--- src/rtl/uart_rx_fifo.sv ---
// 8N1 UART receiver feeding a show-ahead byte FIFO.
// Sticky frame/overrun flags are cleared by err_clr, which wins over a same-cycle error.
module uart_rx_fifo #(
    parameter int CLK_HZ = 50000000,
    parameter int BAUD   = 115200,
    parameter int DEPTH  = 8,
    localparam int CW    = $clog2(DEPTH + 1)
) (
    input  logic          clk,
    input  logic          rst,
    input  logic          rx,
    input  logic          rd_en,
    output logic [7:0]    rd_data,
    output logic          rd_valid,
    output logic [CW-1:0] count,
    output logic          frame_err,
    output logic          overrun,
    input  logic          err_clr
);

    localparam int DIV = (CLK_HZ + BAUD / 2) / BAUD;
    localparam int BW  = (DIV > 2) ? $clog2(DIV) : 2;
    localparam int PW  = $clog2(DEPTH);

    localparam logic [BW-1:0] HALF_LOAD = BW'(DIV / 2 - 1);
    localparam logic [BW-1:0] FULL_LOAD = BW'(DIV - 1);
    localparam logic [BW-1:0] CNT_ZERO  = {BW{1'b0}};
    localparam logic [CW-1:0] CNT_FULL  = CW'(DEPTH);
    localparam logic [CW-1:0] CNT_EMPTY = {CW{1'b0}};

    typedef enum logic [1:0] {
        ST_IDLE  = 2'd0,
        ST_START = 2'd1,
        ST_DATA  = 2'd2,
        ST_STOP  = 2'd3
    } state_t;

    logic          rx_meta_r;
    logic          rx_sync_r;
    state_t        state_r;
    logic [BW-1:0] baud_cnt_r;
    logic [2:0]    bit_idx_r;
    logic [7:0]    shift_r;

    logic [7:0]    mem_r [DEPTH];
    logic [PW-1:0] wr_ptr_r;
    logic [PW-1:0] rd_ptr_r;
    logic [CW-1:0] count_r;
    logic [7:0]    rd_data_r;
    logic          rd_valid_r;
    logic          frame_err_r;
    logic          overrun_r;

    logic          baud_tick_s;
    logic          push_req_s;
    logic          frame_bad_s;
    logic          pop_s;
    logic          full_s;
    logic          wr_s;
    logic          drop_s;
    logic [CW-1:0] count_nxt_s;
    logic [PW-1:0] rd_ptr_nxt_s;
    logic [7:0]    head_nxt_s;

    // Two-flop synchroniser for the asynchronous rx pin; idles high.
    always_ff @(posedge clk or posedge rst) begin
        if (rst) begin
            rx_meta_r <= 1'b1;
            rx_sync_r <= 1'b1;
        end else begin
            rx_meta_r <= rx;
            rx_sync_r <= rx_meta_r;
        end
    end

    // Stop-bit outcome is decoded combinationally so the FIFO write lands in the sample cycle.
    always_comb begin
        baud_tick_s = (baud_cnt_r == CNT_ZERO);
        push_req_s  = 1'b0;
        frame_bad_s = 1'b0;
        if ((state_r == ST_STOP) && baud_tick_s) begin
            push_req_s  = rx_sync_r;
            frame_bad_s = ~rx_sync_r;
        end else begin
            push_req_s  = 1'b0;
            frame_bad_s = 1'b0;
        end
    end

    // Receive FSM: half-bit delay to centre on the start bit, then one sample per bit period.
    always_ff @(posedge clk or posedge rst) begin
        if (rst) begin
            state_r    <= ST_IDLE;
            baud_cnt_r <= CNT_ZERO;
            bit_idx_r  <= 3'd0;
            shift_r    <= 8'h00;
        end else begin
            case (state_r)
                ST_IDLE: begin
                    if (!rx_sync_r) begin
                        state_r    <= ST_START;
                        baud_cnt_r <= HALF_LOAD;
                    end else begin
                        baud_cnt_r <= CNT_ZERO;
                    end
                end
                ST_START: begin
                    if (baud_tick_s) begin
                        if (!rx_sync_r) begin
                            state_r    <= ST_DATA;
                            baud_cnt_r <= FULL_LOAD;
                            bit_idx_r  <= 3'd0;
                        end else begin
                            state_r <= ST_IDLE;
                        end
                    end else begin
                        baud_cnt_r <= baud_cnt_r - BW'(1);
                    end
                end
                ST_DATA: begin
                    if (baud_tick_s) begin
                        shift_r    <= {rx_sync_r, shift_r[7:1]};
                        baud_cnt_r <= FULL_LOAD;
                        if (bit_idx_r == 3'd7) begin
                            state_r <= ST_STOP;
                        end else begin
                            bit_idx_r <= bit_idx_r + 3'd1;
                        end
                    end else begin
                        baud_cnt_r <= baud_cnt_r - BW'(1);
                    end
                end
                ST_STOP: begin
                    if (baud_tick_s) begin
                        state_r <= ST_IDLE;
                    end else begin
                        baud_cnt_r <= baud_cnt_r - BW'(1);
                    end
                end
                default: begin
                    state_r    <= ST_IDLE;
                    baud_cnt_r <= CNT_ZERO;
                end
            endcase
        end
    end

    // FIFO control; a push into a full FIFO is accepted only when the head is popped that cycle.
    always_comb begin
        pop_s        = rd_en && (count_r != CNT_EMPTY);
        full_s       = (count_r == CNT_FULL);
        wr_s         = push_req_s && (!full_s || pop_s);
        drop_s       = push_req_s && full_s && !pop_s;
        rd_ptr_nxt_s = pop_s ? (rd_ptr_r + PW'(1)) : rd_ptr_r;
        case ({wr_s, pop_s})
            2'b10:   count_nxt_s = count_r + CW'(1);
            2'b01:   count_nxt_s = count_r - CW'(1);
            default: count_nxt_s = count_r;
        endcase
        // The incoming byte becomes the head when it lands on the next read pointer.
        if (wr_s && (wr_ptr_r == rd_ptr_nxt_s)) begin
            head_nxt_s = shift_r;
        end else begin
            head_nxt_s = mem_r[rd_ptr_nxt_s];
        end
    end

    // FIFO storage, pointers and registered show-ahead outputs.
    always_ff @(posedge clk or posedge rst) begin
        if (rst) begin
            for (int i = 0; i < DEPTH; i++) begin
                mem_r[i] <= 8'h00;
            end
            wr_ptr_r   <= {PW{1'b0}};
            rd_ptr_r   <= {PW{1'b0}};
            count_r    <= CNT_EMPTY;
            rd_data_r  <= 8'h00;
            rd_valid_r <= 1'b0;
        end else begin
            if (wr_s) begin
                mem_r[wr_ptr_r] <= shift_r;
                wr_ptr_r        <= wr_ptr_r + PW'(1);
            end else begin
                wr_ptr_r <= wr_ptr_r;
            end
            rd_ptr_r   <= rd_ptr_nxt_s;
            count_r    <= count_nxt_s;
            rd_data_r  <= head_nxt_s;
            rd_valid_r <= (count_nxt_s != CNT_EMPTY);
        end
    end

    // Sticky error flags.
    always_ff @(posedge clk or posedge rst) begin
        if (rst) begin
            frame_err_r <= 1'b0;
            overrun_r   <= 1'b0;
        end else if (err_clr) begin
            frame_err_r <= 1'b0;
            overrun_r   <= 1'b0;
        end else begin
            frame_err_r <= frame_err_r | frame_bad_s;
            overrun_r   <= overrun_r | drop_s;
        end
    end

    assign rd_data   = rd_data_r;
    assign rd_valid  = rd_valid_r;
    assign count     = count_r;
    assign frame_err = frame_err_r;
    assign overrun   = overrun_r;

endmodule
--- config.mk ---
export PLATFORM = sky130hd
export DESIGN_NAME = uart_rx_fifo
export DESIGN_NICKNAME = d
export VERILOG_FILES = /design/src/rtl/uart_rx_fifo.sv
export SDC_FILE = /design/constraint.sdc
export NUM_CORES = 1
export LEC_CHECK = 0
export CORE_MARGIN = 5
export CORE_UTILIZATION = 25
export CTS_CLUSTER_DIAMETER = 50
export CTS_CLUSTER_SIZE = 20
export DETAILED_ROUTE_END_ITERATION = 12
export HOLD_SLACK_MARGIN = 0.1
export SLEW_MARGIN = 20
export SYNTH_ARGS = -nofsm -noshare
export SYNTH_HDL_FRONTEND = slang
export SYNTH_SLANG_ARGS = --single-unit
export TNS_END_PERCENT = 30
--- constraint.sdc ---
create_clock -name clk -period 3.56 [get_ports clk]
set_clock_uncertainty 0.05 [all_clocks]
set_input_delay 0.89 -clock clk [delete_from_list [all_inputs] [get_ports clk]]
set_output_delay 0.89 -clock clk [all_outputs]
set_load 0.05 [all_outputs]
==> results of run 1 <==
flip-flops by register name (all words and copies together) (netlist names), 3 cells and up, named ones only:
signal	cells
baud_cnt_r	9
mem_r	64
count	4
rd_ptr_r	3
bit_idx_r	3
shift_r	8
rd_data	8
wr_ptr_r	3
metal layers:
metal	vias up	part of all wire (%)
met2	41	51
li1	1729	-
met5	-	0
met3	17	2.2
met1	1898	45
met4	0	1.7
cells by family after synthesis:
family	Yosys count	synth area share, %
AOI/OAI and AO/OA	68	8.85
xor gates and xnor gates	14	2.17
adders and majority gates	14	3.10
buffers and inverters	36	2.59
DFF	109	48.4
muxes	125	25.8
and+or+nand+nor	83	9.09
worst paths after layout:
path                                           start                  end  slack (ps)  depth (start not counted)
max in group asynchronous                        rst  rx_meta_r$_DFF_PP1_        1800                          3
hold / removal                   rx_meta_r$_DFF_PP1_  rx_sync_r$_DFF_PP1_         310                          0
setup / recovery                               rd_en   rd_valid$_DFF_PP0_         160                         14
hold reg to reg                  rx_meta_r$_DFF_PP1_  rx_sync_r$_DFF_PP1_         310                          0
setup reg to reg           baud_cnt_r[2]$_DFFE_PP0P_   rd_valid$_DFF_PP0_         290                         12
min in group asynchronous                        rst   count[1]$_DFF_PP0_         930                          2
cell usage in the layout (no fill, tap or decap), drive strengths merged, types with 12 or more instances in the layout:
| cell | instances |
|---|---|
| nand2 | 22 |
| buf | 30 |
| nor2 | 18 |
| mux2 | 84 |
| ha | 14 |
| inv | 18 |
| mux2i | 33 |
| a22oi | 12 |
| clkdlybuf4s50 | 19 |
| dfrtp | 107 |
area by class of cell:
cell class	count	area, µm²	share of cell area (%)
clock buffer	9	225	3.38
timing repair buffer	49	440	6.62
tap	285	357	5.36
clock inverter	7	81.3	1.22
inverter	13	55.1	0.827
sequential	109	2730	41.0
multi-input combinational	304	2770	41.6
power by group through the flow:
| stage | registers [mW] | logic [mW] | clock network, mW |
|---|---|---|---|
| finish | 1.42 | 1.47 | 1.03 |
| global placement | 1.44 | 1.45 | 0 |
| CTS | 1.42 | 1.48 | 1.06 |
| global route | 1.43 | 1.56 | 1.11 |
| detailed placement | 1.44 | 1.47 | 0 |
| floorplan | 1.63 | 0.791 | 0 |
==> impl_summary.log, run 1 <==
INFO  metric final_ws_setup = 157 ps
INFO  metric crit_path_max_incr_delay = 540 ps
INFO  metric design_power_total = 3.92 mW
INFO  metric synth.distinct_cells = 60
INFO  metric grt_pass1_wl = 20700 µm
INFO  metric htree_levels = 3
INFO  metric placementRows = 55
INFO  metric count_of_port_buffers_added_during_placement = 19
INFO  metric synth_fp_nets = 468
INFO  metric finalHoldWorstSlack = 309 ps
INFO  metric holdBufCountCts = 0
INFO  metric post-place-ws = -192 ps
INFO  metric finalMaxSlewViolations = 0
INFO  metric yosys_register_bits = 109
INFO  metric cell_internal_pwr = 2.44 mW
INFO  metric outcome = finished, final reports clean
INFO  metric remaining_drc_errors = 0
INFO  metric grt_pass1_vias = 4029
INFO  metric chipWidth = 160 µm
INFO  metric first_pass_iters = 4
INFO  metric route.vias.total = 3685
INFO  metric dpl-instance-area = 0.00635 mm²
INFO  metric clock-sinks = 109
INFO  metric die_area = 0.0257 mm²
INFO  metric syn-mean-instance-area = 12.6 µm²
INFO  metric filler_cell_count = 2289
INFO  metric post_synth_top_area_share = 47.5%
INFO  metric post-synth-top-area-cell = dfrtp_1
INFO  metric power.combinational.fraction = 37.5%
INFO  metric postSynthCellCount = 449
INFO  metric grt_setup_unrepaired = false
INFO  metric placed_cells_incl_taps = 760
INFO  metric p_leak = 3.00 nW
INFO  metric grt_remaining_overflow = 0
INFO  metric yosys_most_used_dff = dfrtp_1
INFO  metric worstHoldPathType = register to register
INFO  metric cp-start-kind = input port
INFO  metric busiest_layer = met2
INFO  metric final_layout_size_suffix_gt1_share = 31.6%
INFO  metric numCtsBuffers = 9
INFO  metric place.gp.congestion = 0.771
INFO  metric fin_crit = 3400 ps
INFO  metric antenna_found_initial = 0
INFO  metric cell_types_occupying_the_most_area_after_synthesis = dfrtp_1 (47%), mux2_2 (16%), mux2i_1 (5.9%)
INFO  metric yosysMostFrequentCell = dfrtp_1
INFO  metric hpwlAfterDp = 8620 µm
INFO  metric hold_viol = 0
INFO  metric seq_power_share = 36.2%
INFO  metric floorplan.initialDensity = 25.2%
INFO  metric route.final.wire_length = 12400 µm
INFO  metric layout_worst_path_cycle_share = 95.6%
INFO  metric switch_share = 37.8%
INFO  metric timing.critical_path.to_type = register
INFO  metric grt_start_max_net_pins = 55
INFO  metric finish.instance_area = 0.00666 mm²
INFO  metric vdd_ir_drop_max = 0.335 mV
INFO  metric ys_async_sr_fraction = 100%
INFO  metric maximum_clock_insertion_buffer_count = 2
INFO  metric gr-usage-met1 = 12.1%
INFO  metric netSwitchingPower = 1.48 mW
INFO  metric synth.cells.most_frequent = dfrtp_1 (107), mux2_2 (82), mux2i_1 (33)
INFO  metric via_density = 4.75
INFO  metric critPathMostFrequentCell = xor2_1
INFO  metric final_cells = 776
INFO  metric synth-warning-count = 0
INFO  metric wl_per_cell = 15.9 µm
INFO  metric detail_route_antenna_nets = 0
INFO  metric global_route.usage.total = 9.85%
INFO  metric worst_ep_arrival_time = 3580 ps
INFO  metric final_core_occ = 29.7%
INFO  metric cts.repair.resized = 0
INFO  metric critPathTopFamily = simple AND/OR/NAND/NOR gates
INFO  metric grtUsageMet3 = 1.52%
INFO  metric setup.worst_path.class = input port to register
INFO  metric cp_data_required_time = 3730 ps
INFO  metric timing_worst_slew_pin_value = 766 ps
INFO  metric synth_area = 0.00564 mm²
INFO  metric boundaryPins = 20
INFO  metric dieHeight = 160 µm
INFO  metric relSlewSlack = 49.0%
INFO  metric final_setup_fails = 0
INFO  metric n_antenna_cell = 0
INFO  metric post-cts-setup-buffer-count = 0
INFO  metric tritoncts = built
INFO  metric layout-area-overhead-vs-synth = 17.9%
INFO  metric final.setup.tns = 0 ps
INFO  metric cp.buffers_inverters = 3
INFO  metric cts_root_buffer = clkbuf_16
INFO  metric global_route.usage.met2 = 17.5%
INFO  metric critical_path.slowest_cell = or4_1
INFO  metric clkPwrFrac = 26.3%
INFO  metric worst-path-max-fanout = 3
INFO  metric maxClockFrequency = 294 MHz
INFO  metric clock_insertion_delay_worst_skew = 350 ps
INFO  metric synth_enable_flop_cells = 0
INFO  metric max-cap-violations = 0
INFO  metric powerDensity = 588 mW/mm²
INFO  metric synth_seq_area_share = 48.4%
INFO  metric cell_chain_of_the_critical_path = clkdlybuf4s50_1 -> nand2b_1 -> nor4_1 -> buf_4 -> nor3_4 -> inv_4 -> ha_1 -> xor2_1 -> ha_1 -> a21oi_1 -> xor2_1 -> nor2_1 -> xor2_1 -> or4_1
INFO  metric fp.coreArea = 0.0224 mm²
INFO  metric nets = 505
INFO  metric cts_clock_pin_slew_for_the_worst_setup_and_hold_paths = 80 ps
INFO  metric initialDrtViolationCount = 206
Power figures use the tool's default switching activity.
==> run 2, diff against run 1 <==
MAX_ROUTING_LAYER = met4   (was default)
PLACE_DENSITY_LB_ADDON = 0.2   (was default)
==> run 2 against run 1 <==
  * Maximum frequency grew 3.1%
  * Sequential power is essentially flat
  * Clock power shrank 4%
  * Worst hold slack is essentially flat
  * Flip-flop and latch count is the same
  * Critical path depth is the same
  * Critical path type unchanged
  * Critical endpoint unchanged
  * Highest routed layer unchanged
==> impl_summary.log, run 2 (synthesis gave the netlist of run 1 again) <==
INFO  metric count_of_port_buffers_added_during_placement = 19 (unchanged)
INFO  metric boundaryPins = 20 (unchanged)
INFO  metric fp.coreArea = 0.0224 mm² (unchanged)
INFO  metric setup.worst_path.class = input port to register
INFO  metric maximum_clock_insertion_buffer_count = 2 (unchanged)
INFO  metric final_setup_fails = 0 (unchanged)
INFO  metric multi_input_gate_area = 0.00277 mm² (unchanged)
INFO  metric wl_per_cell = 17.0 µm (+6.8%)
INFO  metric final_layout_size_suffix_gt1_share = 30.9% (-0.69 points)
INFO  metric grt_setup_unrepaired = false
INFO  metric remaining_drc_errors = 0 (unchanged)
INFO  metric largest_register_ff_count = 64 (unchanged)
INFO  metric holdBufCountCts = 0 (unchanged)
INFO  metric htree_levels = 3 (unchanged)
INFO  metric finalHoldWorstSlack = 309 ps (+0.0710 ps)
INFO  metric hold_viol = 0 (unchanged)
INFO  metric grt_pass1_wl = 22000 µm (+6.0%)
INFO  metric numCtsBuffers = 9 (unchanged)
INFO  metric place.gp.congestion = 0.759 (-1.5%)
INFO  metric dpl-instance-area = 0.00634 mm² (-0.20%)
INFO  metric layout_worst_path_cycle_share = 92.7% (-2.8 points)
INFO  metric hpwlAfterDp = 9110 µm (+5.7%)
INFO  metric cts.repair.resized = 0 (unchanged)
INFO  metric filler_cell_count = 2276 (-0.57%)
INFO  metric first_pass_iters = 4 (unchanged)
INFO  metric design_power_total = 3.83 mW (-2.2%)
INFO  metric largest_regs = mem_r (64), baud_cnt_r (9)
INFO  metric tritoncts = built
INFO  metric mostFrequentLayoutCell = dfrtp_1
INFO  metric worst-path-max-fanout = 3 (unchanged)
INFO  metric die_area = 0.0257 mm² (unchanged)
INFO  metric registers.top_by_ff_count = mem_r
INFO  metric route.final.wire_length = 13200 µm (+6.6%)
INFO  metric cp-start-kind = input port
INFO  metric finish.instance_area = 0.00662 mm² (-0.60%)
INFO  metric worstHoldPathType = register to register
INFO  metric maxClockFrequency = 303 MHz (+3.1%)
INFO  metric antenna_found_initial = 0 (unchanged)
INFO  metric global_route.usage.total = 11.2% (+1.4 points)
INFO  metric n_antenna_cell = 0 (unchanged)
INFO  metric route.vias.total = 3631 (-1.5%)
INFO  metric via_density = 4.69 (-1.2%)
INFO  metric cts_clock_pin_slew_for_the_worst_setup_and_hold_paths = 70 ps (about the same)
INFO  metric p_leak = 2.98 nW (-0.75%)
INFO  metric dieHeight = 160 µm (unchanged)
INFO  metric clock_insertion_delay_worst_skew = 350 ps (about the same)
INFO  metric detail_route_antenna_nets = 0 (unchanged)
INFO  metric cp_data_required_time = 3740 ps (about the same)
INFO  metric chipWidth = 160 µm (unchanged)
INFO  metric final.setup.tns = 0 ps (unchanged)
INFO  metric grt_start_max_net_pins = 53 (-3.6%)
INFO  metric relSlewSlack = 38.4% (-11 points)
INFO  metric nets = 505 (unchanged)
INFO  metric cts_root_buffer = clkbuf_16
INFO  metric mostFrequentLayoutCells = dfrtp_1 (107), mux2_2 (82), mux2i_1 (33)
INFO  metric timing_worst_slew_pin_value = 899 ps (+133 ps)
INFO  metric vdd_ir_drop_max = 0.191 mV (-43%)
INFO  metric initialDrtViolationCount = 149 (-28%)
INFO  metric seq_area = 0.00273 mm² (unchanged)
INFO  metric placementRows = 55 (unchanged)
INFO  metric powerDensity = 579 mW/mm² (-1.6%)
INFO  metric grt_remaining_overflow = 0 (unchanged)
INFO  metric post-cts-setup-buffer-count = 0 (unchanged)
INFO  metric grt_pass1_vias = 3850 (-4.4%)
INFO  metric timing.critical_path.to_type = register
INFO  metric clock-sinks = 109 (unchanged)
INFO  metric floorplan.initialDensity = 25.2% (unchanged)
INFO  metric fin_crit = 3300 ps (-101 ps)
INFO  metric max-cap-violations = 0 (unchanged)
INFO  metric layout-area-overhead-vs-synth = 17.2%
INFO  metric outcome = finished, final reports clean
INFO  metric worst_ep_arrival_time = 3480 ps (-100 ps)
INFO  metric finalMaxSlewViolations = 0 (unchanged)
==> run 2: critical path: stages <==
cell	delay [ps]
clkdlybuf4s50_1	470
nand2b_1	100
nor4_1	50
buf_4	160
nor3_4	180
inv_4	50
ha_1	230
xor2_1	150
ha_1	190
a21oi_1	140
xor2_1	150
nor2_1	60
xor2_1	150
or4_1	520
==> run 2: worst paths after layout <==
path	slack [ps]	endpoint	startpoint	depth (start not counted)
max in group asynchronous	1840	rx_sync_r$_DFF_PP1_	rst	3
worst min register to register	310	rx_sync_r$_DFF_PP1_	rx_meta_r$_DFF_PP1_	0
worst max register to register	390	rd_valid$_DFF_PP0_	baud_cnt_r[5]$_DFFE_PP0P_	12
min in group asynchronous	920	mem_r[38]$_DFFE_PP0P_	rst	2
worst min-delay path	310	rx_sync_r$_DFF_PP1_	rx_meta_r$_DFF_PP1_	0
worst max-delay path	260	rd_valid$_DFF_PP0_	rd_en	14
==> run 2: layout make-up <==
cell class,count,share of cell area (%)
multi-input cells,304,41.8
flip-flops and latches,109,41.3
repair buffers,49,6.47
well taps,285,5.39
clock buffers,11,3.52
inverters,13,0.832
clock inverters,3,0.700
==> run 2: per-layer routing <==
layer	vias to the layer above	wire length (µm)	track usage, %
li1	1718	-	-
met1	1857	6280	14.5
met2	41	6440	17.9
met3	15	258	1.86
met4	0	210	3.87
met5	-	0	-
==> run 2: report_power, final <==
group	total, mW	leakage (nW)	switching (mW)	internal (mW)
Sequential	1.41	1.46	0.0896	1.32
Combinational	1.43	1.38	0.860	0.566
Clock	0.992	0.132	0.450	0.541
==> run 2: stage by stage <==
step | worst slack [ps] | util (%) | cells
2_1_floorplan | 165 | - | 449
3_3_place_gp | -105 | 28.2 | 760
3_5_place_dp | -143 | 28.2 | 760
4_1_cts | 243 | 29.5 | 774
5_1_grt | 69.1 | 29.5 | 774
6_report | 258 | 29.5 | 774
==> run 3, diff against run 2 <==
GPL_ROUTABILITY_DRIVEN = 1   (was default)
==> results of run 3 <==
Same layout as run 2: the final DEF is identical, and so are final timing and power.
